$ cat src/rtl/pipe_ctrl_defs_pkg.sv
// Shared encodings for the pipeline hazard controller:
// sequencer states and EX operand forwarding selects.
package pipe_ctrl_defs;

   typedef enum logic [1:0] {
      RUN    = 2'd0,
      DRAIN  = 2'd1,
      HALTED = 2'd2
   } state_t;

   localparam logic [1:0] FWD_RF    = 2'b00;
   localparam logic [1:0] FWD_EXMEM = 2'b01;
   localparam logic [1:0] FWD_MEMWB = 2'b10;

endpackage

$ cat src/rtl/fwd_unit.sv
// EX operand forwarding select for one source register.
// The younger EX/MEM result wins over MEM/WB; x0 never forwards.
module fwd_unit
   import pipe_ctrl_defs::*;
(
   input  logic [4:0] rs,
   input  logic [4:0] mem_rd,
   input  logic       mem_reg_write,
   input  logic [4:0] wb_rd,
   input  logic       wb_reg_write,
   output logic [1:0] fwd
);

   logic mem_hit;
   logic wb_hit;

   assign mem_hit = mem_reg_write & (mem_rd != 5'd0) & (mem_rd == rs);
   assign wb_hit  = wb_reg_write & (wb_rd != 5'd0) & (wb_rd == rs);

   always_comb begin
      fwd = FWD_RF;
      if (mem_hit)
         fwd = FWD_EXMEM;
      else if (wb_hit)
         fwd = FWD_MEMWB;
   end

endmodule

$ cat src/rtl/pipeline_hazard_ctrl.sv
// Stall/flush/forward sequencer for the 5-stage RV32I pipeline,
// including the ebreak drain/halt/resume sequence.
module pipeline_hazard_ctrl
   import pipe_ctrl_defs::*;
#(
   parameter int DRAIN_CYCLES = 2,
   parameter int CNT_W        = 32
) (
   input  logic             clk,
   input  logic             rst_n,
   input  logic [4:0]       id_rs0,
   input  logic [4:0]       id_rs1,
   input  logic             id_use0,
   input  logic             id_use1,
   input  logic [4:0]       ex_rs0,
   input  logic [4:0]       ex_rs1,
   input  logic [4:0]       ex_rd,
   input  logic             ex_mem_to_reg,
   input  logic             ex_nop,
   input  logic             ex_ebreak,
   input  logic             ex_redirect,
   input  logic [4:0]       mem_rd,
   input  logic [4:0]       wb_rd,
   input  logic             mem_reg_write,
   input  logic             wb_reg_write,
   input  logic             dmem_busy,
   input  logic             resume,
   output logic             pc_stop,
   output logic             ifid_stop,
   output logic             ifid_clr,
   output logic             idex_stop,
   output logic             idex_clr,
   output logic             exmem_stop,
   output logic             exmem_clr,
   output logic             memwb_stop,
   output logic             memwb_clr,
   output logic [1:0]       fwd_a,
   output logic [1:0]       fwd_b,
   output logic             halt_capture,
   output logic             resume_jump,
   output logic             halted,
   output logic [CNT_W-1:0] stall_cycles
);

   localparam int DW = (DRAIN_CYCLES < 2) ? 1 : $clog2(DRAIN_CYCLES + 1);
   localparam logic [DW-1:0] DRAIN_INIT = DW'(DRAIN_CYCLES);

   state_t         state;
   state_t         state_nxt;
   logic [DW-1:0]  drain_cnt;
   logic [DW-1:0]  drain_nxt;
   logic           resume_jump_q;
   logic           freeze;
   logic           load_use;

   assign load_use = ex_mem_to_reg & ~ex_nop & (ex_rd != 5'd0)
                   & ((id_use0 & (id_rs0 == ex_rd))
                   |  (id_use1 & (id_rs1 == ex_rd)));

   // HALTED holds every register exactly like a data-memory wait does
   assign freeze = dmem_busy | (state == HALTED);

   always_comb begin
      pc_stop      = 1'b0;
      ifid_stop    = 1'b0;
      idex_stop    = 1'b0;
      exmem_stop   = 1'b0;
      memwb_stop   = 1'b0;
      ifid_clr     = 1'b0;
      idex_clr     = 1'b0;
      exmem_clr    = 1'b0;
      memwb_clr    = 1'b0;
      halt_capture = 1'b0;
      state_nxt    = state;
      drain_nxt    = drain_cnt;
      if (freeze) begin
         pc_stop    = 1'b1;
         ifid_stop  = 1'b1;
         idex_stop  = 1'b1;
         exmem_stop = 1'b1;
         memwb_stop = 1'b1;
      end
      unique case (state)
         RUN: begin
            if (dmem_busy) begin
            end else if (ex_ebreak & ~ex_nop) begin
               pc_stop      = 1'b1;
               ifid_clr     = 1'b1;
               idex_clr     = 1'b1;
               halt_capture = 1'b1;
               state_nxt    = DRAIN;
               drain_nxt    = DRAIN_INIT;
            end else if (ex_redirect) begin
               ifid_clr = 1'b1;
               idex_clr = 1'b1;
            end else if (load_use) begin
               pc_stop   = 1'b1;
               ifid_stop = 1'b1;
               idex_clr  = 1'b1;
            end
         end
         DRAIN: begin
            if (!dmem_busy) begin
               pc_stop  = 1'b1;
               ifid_clr = 1'b1;
               idex_clr = 1'b1;
               if (drain_cnt == DW'(1))
                  state_nxt = HALTED;
               else
                  drain_nxt = drain_cnt - 1'b1;
            end
         end
         HALTED: begin
            if (resume)
               state_nxt = RUN;
         end
         default: state_nxt = RUN;
      endcase
      if (!rst_n) begin
         pc_stop      = 1'b0;
         ifid_stop    = 1'b0;
         idex_stop    = 1'b0;
         exmem_stop   = 1'b0;
         memwb_stop   = 1'b0;
         ifid_clr     = 1'b1;
         idex_clr     = 1'b1;
         exmem_clr    = 1'b1;
         memwb_clr    = 1'b1;
         halt_capture = 1'b0;
      end
   end

   always_ff @(posedge clk or negedge rst_n) begin
      if (!rst_n) begin
         state         <= RUN;
         drain_cnt     <= '0;
         resume_jump_q <= 1'b0;
         stall_cycles  <= '0;
      end else begin
         state         <= state_nxt;
         drain_cnt     <= drain_nxt;
         resume_jump_q <= (state == HALTED) & resume;
         if (pc_stop && !(&stall_cycles))
            stall_cycles <= stall_cycles + 1'b1;
      end
   end

   assign resume_jump = resume_jump_q;
   assign halted      = (state == HALTED);

   fwd_unit u_fwd_a (
      .rs            (ex_rs0),
      .mem_rd        (mem_rd),
      .mem_reg_write (mem_reg_write),
      .wb_rd         (wb_rd),
      .wb_reg_write  (wb_reg_write),
      .fwd           (fwd_a)
   );

   fwd_unit u_fwd_b (
      .rs            (ex_rs1),
      .mem_rd        (mem_rd),
      .mem_reg_write (mem_reg_write),
      .wb_rd         (wb_rd),
      .wb_reg_write  (wb_reg_write),
      .fwd           (fwd_b)
   );

endmodule
$ cat config.mk
export PLATFORM = sky130hd
export DESIGN_NAME = pipeline_hazard_ctrl
export DESIGN_NICKNAME = d
export VERILOG_FILES = /design/src/rtl/pipe_ctrl_defs_pkg.sv /design/src/rtl/fwd_unit.sv /design/src/rtl/pipeline_hazard_ctrl.sv
export SDC_FILE = /design/constraint.sdc
export NUM_CORES = 1
export LEC_CHECK = 0
export ABC_AREA = 1
export ABC_CLOCK_PERIOD_IN_PS = 2470
export CELL_PAD_IN_SITES_DETAIL_PLACEMENT = 2
export CELL_PAD_IN_SITES_GLOBAL_PLACEMENT = 2
export CORE_ASPECT_RATIO = 1.2
export CORE_MARGIN = 2
export CORE_UTILIZATION = 27
export DETAILED_ROUTE_END_ITERATION = 7
export PLACE_DENSITY = 0.91
export RECOVER_POWER = 100
export SLEW_MARGIN = 20
export SYNTH_ARGS = -nofsm -noshare
export SYNTH_HDL_FRONTEND = slang
export SYNTH_SLANG_ARGS = --single-unit
export TNS_END_PERCENT = 100
$ cat constraint.sdc
create_clock -name clk -period 2.47 [get_ports clk]
set_input_delay 0.494 -clock clk [delete_from_list [all_inputs] [get_ports clk]]
set_output_delay 0.494 -clock clk [all_outputs]
set_load 0.05 [all_outputs]
== Word level (Yosys, flattened, before mapping) ==
Cells that the tools add are included.

* $add $sub $neg: 2
* Multiply operators: 0
* Divide/modulo/power cells: 0
* Magnitude comparators: 0
* Equality and inequality tests: 15
* Shift-type cells: 0
* Mux-type cells: 45
* Bitwise gates (word level): 16
* Reductions and logical operators: 10

{| class="wikitable"
|+ Operators with widths
! kind !! count
|-
| $add A32 B1 Y32 const B || 1
|-
| $reduce_and A32 Y1 || 1
|-
| $eq A5 B5 Y1 || 6
|-
| $mux W1 || 27
|-
| $mux W2 || 13
|-
| $reduce_bool A5 Y1 || 3
|-
| $and A1 B1 Y1 || 13
|-
| $ne A2 B2 Y1 const B || 6
|-
| $reduce_and A5 Y1 || 2
|-
| $pmux W1 S2 || 3
|-
| $pmux W2 S3 || 1
|-
| $eq A2 B1 Y1 const B || 2
|-
| $pmux W2 S2 || 1
|-
| $eq A2 B2 Y1 const B || 1
|-
| $logic_not A2 Y1 || 1
|-
| $or A1 B1 Y1 || 2
|-
| $reduce_bool A2 Y1 || 1
|-
| $sub A2 B1 Y2 const B || 1
|-
| $logic_and A1 B1 Y1 || 1
|-
| $logic_not A1 Y1 || 1
|-
| $not A1 Y1 || 1
|}

* Register bits: 37
* Latch bits: 0
* Memory bits (writable): 0
* Memory bits (read-only): 0
* Input port bits: 47
* Output and inout bits: 48
* Word-level logic and storage cells: 92
* Memories: 0

== Longest topological paths before layout ==
* Depth in word-level cells: 11
* Gate-level depth with buffers: 14
* Depth with buffers taken out: 13

== Modules after synthesis ==
Synthesis repeated with hierarchy kept, for this count alone.

* Cells, all modules: 510
* Area total of the unflattened synthesis: 3123.0 um2

{| class="wikitable"
|+ By module, submodules not included
! module !! instances !! cells each !! area each (um2) !! seq. area each (um2)
|-
| pipeline_hazard_ctrl || 1 || 408 || 2680.1 || 925.9
|-
| fwd_unit || 2 || 51 || 221.5 || 0.0
|}

== Worst setup path after synthesis ==
Ideal clock, no wire load.

* Path type: reg-to-output
* Start point: register state[0]
* End point: output ifid_stop
* Data arrival time: 2897 ps
* Slack: -921 ps
* Cell stages (with the launch flop): 6
* Buffers on the path: 0
* Cells stage by stage: dfrtp_1 nor2_1 inv_1 a21oi_1 inv_1 o21ai_0

* Cells in the longest elaborated chain, start to end: 9
* Elaborated cells on any way between the ends: 10

{| class="wikitable"
|+ RTL lines
! what !! line !! text
|-
| from (decl) || pipeline_hazard_ctrl.sv:48 || <nowiki>state_t state;</nowiki>
|-
| from (signal assigned) || pipeline_hazard_ctrl.sv:140 || <nowiki>state <= state_nxt;</nowiki>
|-
| $eq A2 B2 Y1 (*) || n/a ||
|-
| named net halted || pipeline_hazard_ctrl.sv:41 || <nowiki>output logic halted,</nowiki>
|-
| $or A1 B1 Y1 (*) || pipeline_hazard_ctrl.sv:61 || <nowiki>assign freeze = dmem_busy | (state == HALTED);</nowiki>
|-
| $mux W1 (*) || pipeline_hazard_ctrl.sv:76 || <nowiki>if (freeze) begin</nowiki>
|-
| $mux W1 || pipeline_hazard_ctrl.sv:96 || <nowiki>end else if (load_use) begin</nowiki>
|-
| $mux W1 || pipeline_hazard_ctrl.sv:93 || <nowiki>end else if (ex_redirect) begin</nowiki>
|-
| $mux W1 || pipeline_hazard_ctrl.sv:86 || <nowiki>end else if (ex_ebreak & ~ex_nop) begin</nowiki>
|-
| $mux W1 || pipeline_hazard_ctrl.sv:85 || <nowiki>if (dmem_busy) begin</nowiki>
|-
| $mux W1 (*) || pipeline_hazard_ctrl.sv:83 || <nowiki>unique case (state)</nowiki>
|-
| $mux W1 (*) || pipeline_hazard_ctrl.sv:119 || <nowiki>if (!rst_n) begin</nowiki>
|-
| to (decl) || pipeline_hazard_ctrl.sv:29 || <nowiki>output logic ifid_stop,</nowiki>
|}

The timed path passes the listed nets; every way through them passes the cells marked *.

== Worst setup path after layout ==
* Start point: input wb_rd[2]
* End point: output fwd_b[1]

* Cells in the longest elaborated chain, start to end: 5
* Elaborated cells on any way between the ends: 6

{| class="wikitable"
|+ RTL lines
! what !! line !! text
|-
| from (decl) || pipeline_hazard_ctrl.sv:23 || <nowiki>input logic [4:0] wb_rd,</nowiki>
|-
| $reduce_bool A5 Y1 || fwd_unit.sv:18 || <nowiki>assign wb_hit = wb_reg_write & (wb_rd != 5'd0) & (wb_rd == rs);</nowiki>
|-
| $and A1 B1 Y1 || fwd_unit.sv:18 ||
|-
| $and A1 B1 Y1 (*) || fwd_unit.sv:18 ||
|-
| $mux W2 (*) || fwd_unit.sv:24 || <nowiki>else if (wb_hit)</nowiki>
|-
| $mux W2 (*) || fwd_unit.sv:22 || <nowiki>if (mem_hit)</nowiki>
|-
| to (decl) || pipeline_hazard_ctrl.sv:38 || <nowiki>output logic [1:0] fwd_b,</nowiki>
|}

Every way passes the cells marked *; elsewhere a longest branch is shown, timed or not.

==> flow_metrics.env <==
export IMPL_status="complete, no violations"
export IMPL_swShare_pct=41.4
export IMPL_r2r_cells=9
export IMPL_comb_power_share_pct=41.0
export IMPL_path_clk_slew_ns=0.05
export IMPL_wirelength_microns=12200
export IMPL_p_leak_nw=2.23
export IMPL_rows=41
export IMPL_place_ws_ns=-0.212
export IMPL_synth_fp_nets=487
export IMPL_synth_seq_area_share_pct=31.2
export IMPL_cts_hold_buffers=0
export IMPL_ys_types=27
export IMPL_slowest_stage="clkdlybuf4s50_1"
export IMPL_cts_made_buffers=5
export IMPL_max_cap_violations=0
export IMPL_synth_area_mux_share_pct=0
export IMPL_vias=3313
export IMPL_synth_ff_latch_count=37
export IMPL_synth_edf_count=0
export IMPL_synth_xor_area_share_pct=14.7
export IMPL_netSwitchingPower_uw=991
export IMPL_htree_levels=2
export IMPL_start_kind="input port"
export IMPL_grtUsageMet1_pct=24.4
export IMPL_hold_violations=0
export IMPL_multi_input_area_sq_um=1890
export IMPL_drt_pre_antenna_iters=4
export IMPL_cts_tree="built"
export IMPL_drive_gt1_share_pct=10.6
export IMPL_grt_busiest_layer="met2"
export IMPL_synth_simple_gate_area_share_pct=42.4
export IMPL_setup_viol=0
export IMPL_drc=0
export IMPL_die_area_sq_um=11900
export IMPL_endpoint_kind="output port"
export IMPL_drt_iter0_drc=67
export IMPL_io_buffers=94
export IMPL_start_util_pct=28.0
export IMPL_syn_area_sq_um=2970
export IMPL_min_period_ns=2.44
export IMPL_clkPwrFrac_pct=26.2
export IMPL_antenna_found_initial=0
export IMPL_vdd_drop_max_mv=0.291
export IMPL_final_core_util_pct=41.2
export IMPL_synth_flop_cell="dfrtp_1"
export IMPL_synthTopCellsByArea="dfrtp_1, nand2_1, xor2_1"
export IMPL_slew_violations=0
export IMPL_hold_end="drain_cnt[0]"
export IMPL_first_global_vias=3830
export IMPL_n_fill_cell=1251
export IMPL_seq_area_sq_um=926
export IMPL_dp_cells=659
export IMPL_area_delta_synth_final_pct=47.4
export IMPL_critPathArrivalTime_ns=1.94
export IMPL_p_seq_share_pct=32.8
export IMPL_vias_per_cell=4.96
export IMPL_synth_top_area_share_pct=31.2
export IMPL_r2r_start="stall_cycles[1]"
export IMPL_fp_coreArea_sq_um=10600
export IMPL_grt_pass1_wl_microns=20100
export IMPL_path_cells="clkdlybuf4s50_1, xor2_1, nor3_2, nand4_1, nor2_1, clkbuf_16"
export IMPL_die_h_microns=119
export IMPL_num_antenna_cells=0
export IMPL_whs_ns=0.517
export IMPL_ant_nets=0
export IMPL_slowest_delay_ns=0.52
export IMPL_synth_fa_ha_area_share_pct=0.842
export IMPL_reg2reg_to="stall_cycles[5]"
export IMPL_cts_root_buffer="clkbuf_16"
export IMPL_slew_headroom_pct=32.9
export IMPL_grtUsageMet3_pct=3.05
export IMPL_ys_async_sr_fraction_pct=100
export IMPL_grt_overflow=0
export IMPL_post_synth_top_count_cell="nand2_1"
export IMPL_worst_slew_pin_slew_ns=1.01
export IMPL_timing_final_crit_share_pct=98.6
export IMPL_hpwl_microns=9510
export IMPL_final_cell_count_no_fill=668
export IMPL_synthCells=438
export IMPL_grt_use_total_pct=21.2
export IMPL_path_max_fanout=3
export IMPL_reg2reg_setup_slack_ns=0.33
export IMPL_crit_type="in -> out"
export IMPL_whs_path_depth=1
export IMPL_synth_area_leader_cell="dfrtp_1"
export IMPL_die_w_microns=99.8
export IMPL_hp_start="drain_cnt[0]"
export IMPL_yosys_warnings=0
export IMPL_grt_use_met2_pct=40.2
export IMPL_synth_avg_cell_area_sq_um=6.78
export IMPL_cts_buffer_depth=2
export IMPL_worstSkewPairLatency_ns=0.29
export IMPL_synth_compound_area_share_pct=2.02
export IMPL_worst_slack_ns=0.0338
export IMPL_io_pins=95
export IMPL_wire_per_inst_microns=18.2
export IMPL_synth_common_cells="nand2_1, nor2_1, nand3_1, inv_1, dfrtp_1"
export IMPL_clkSinkCount=37
export IMPL_p_int_mw=1.40
export IMPL_grt_max_degree=38
export IMPL_place_gp_congestion=0.880
export IMPL_fin_nets=587
export IMPL_fin_worst_skew_ns=0.00746
export IMPL_power_density_nw_per_um2=547
export IMPL_min_path_type="reg -> reg"
export IMPL_synth_top_family_by_area="simple AND/OR/NAND/NOR gates"
export IMPL_cp_required_ns=1.98
export IMPL_fmax_mhz=410
-- area by class of cell --
cell class / count / area share, %
multi-input combinational: 344 / 43.1
tap: 129 / 3.69
sequential: 37 / 21.1
inverter: 43 / 3.69
clock buffer: 8 / 3.11
timing repair buffer: 107 / 25.3
-- power by group through the flow --
| stage | sequential [mW] | combinational, mW | clock, mW |
|---|---|---|---|
| 6_report | 0.786 | 0.981 | 0.627 |
| 2_1_floorplan | 0.924 | 0.459 | 0 |
| 4_1_cts | 0.794 | 1.01 | 0.639 |
| 5_1_grt | 0.803 | 1.07 | 0.663 |
| 3_3_place_gp | 0.791 | 0.938 | 0 |
| 3_5_place_dp | 0.803 | 0.995 | 0 |
-- how the worst max path moves through the flow --
stage / from / to / slack, ns / depth (start not counted)
floorplan: state[0] / ifid_stop / 0.08 / 5
global route: wb_rd[0] / fwd_b[1] / -0.01 / 7
CTS: ex_rs0[0] / fwd_a[0] / -0.01 / 6
finish: wb_rd[2] / fwd_b[1] / 0.03 / 6
detailed placement: mem_rd[1] / fwd_a[1] / -0.21 / 6
global placement: mem_rd[1] / fwd_b[1] / -0.009 / 6
-- worst max-delay path: cells and delay by family --
kind                      cells  cell delay, ns
xor gates and xnor gates      1            0.23
and+or+nand+nor               3            0.50
buffers and inverters         2            0.71
-- metal layers --
metal  vias up  wire length [microns]
met5         -                      0
met3        18                    396
met4         0                    215
li1       1579                      -
met2        75                   6690
met1      1641                   4850
-- through the flow --
| stage | power, mW | TNS (ns) | cell area [sq um] |
|---|---|---|---|
| floorplan | 1.38 | 0 | 2990 |
| global placement | 1.73 | -0.0138 | 4180 |
| detailed placement | 1.80 | -3.26 | 4180 |
| CTS | 2.45 | -0.0221 | 4370 |
| global route | 2.53 | -0.0145 | 4380 |
| finish | 2.39 | 0 | 4380 |
-- flip-flops by register name, summed over array words and instances, names as in the netlist --
register,count
stall_cycles,32
state,2
drain_cnt,2
resume_jump,1
-- cell families after synthesis --
kind of cell | Yosys count
adders and majority gates | 2
xor gates and xnor gates | 50
buffers and inverters | 57
and+or+nand+nor | 282
AOI/OAI and AO/OA | 10
DFF | 37
-- repair_timing --
item                       in CTS  in global routing
resized for setup              19                 18
setup endpoints to repair       7                  6
pin swaps                       4                 11
setup buffers                   0                  1
-- placed cells by master (no fill, tap or decap), types with 3 or more instances in the layout --
master / count
dlymetal6s2s_1: 8
nor2_2: 4
xor2_1: 30
clkbuf_1: 8
clkdlybuf4s50_1: 29
nand4_1: 11
dlygate4sd2_1: 5
nand3_1: 44
clkbuf_16: 6
nand2_2: 3
nor2_1: 44
nand2_1: 148
nor3_2: 3
xnor2_1: 20
dlygate4sd3_1: 35
buf_4: 11
nor4_2: 3
buf_12: 8
inv_1: 41
nor3_1: 11
dfrtp_1: 37
Power figures use the tool's default switching activity.
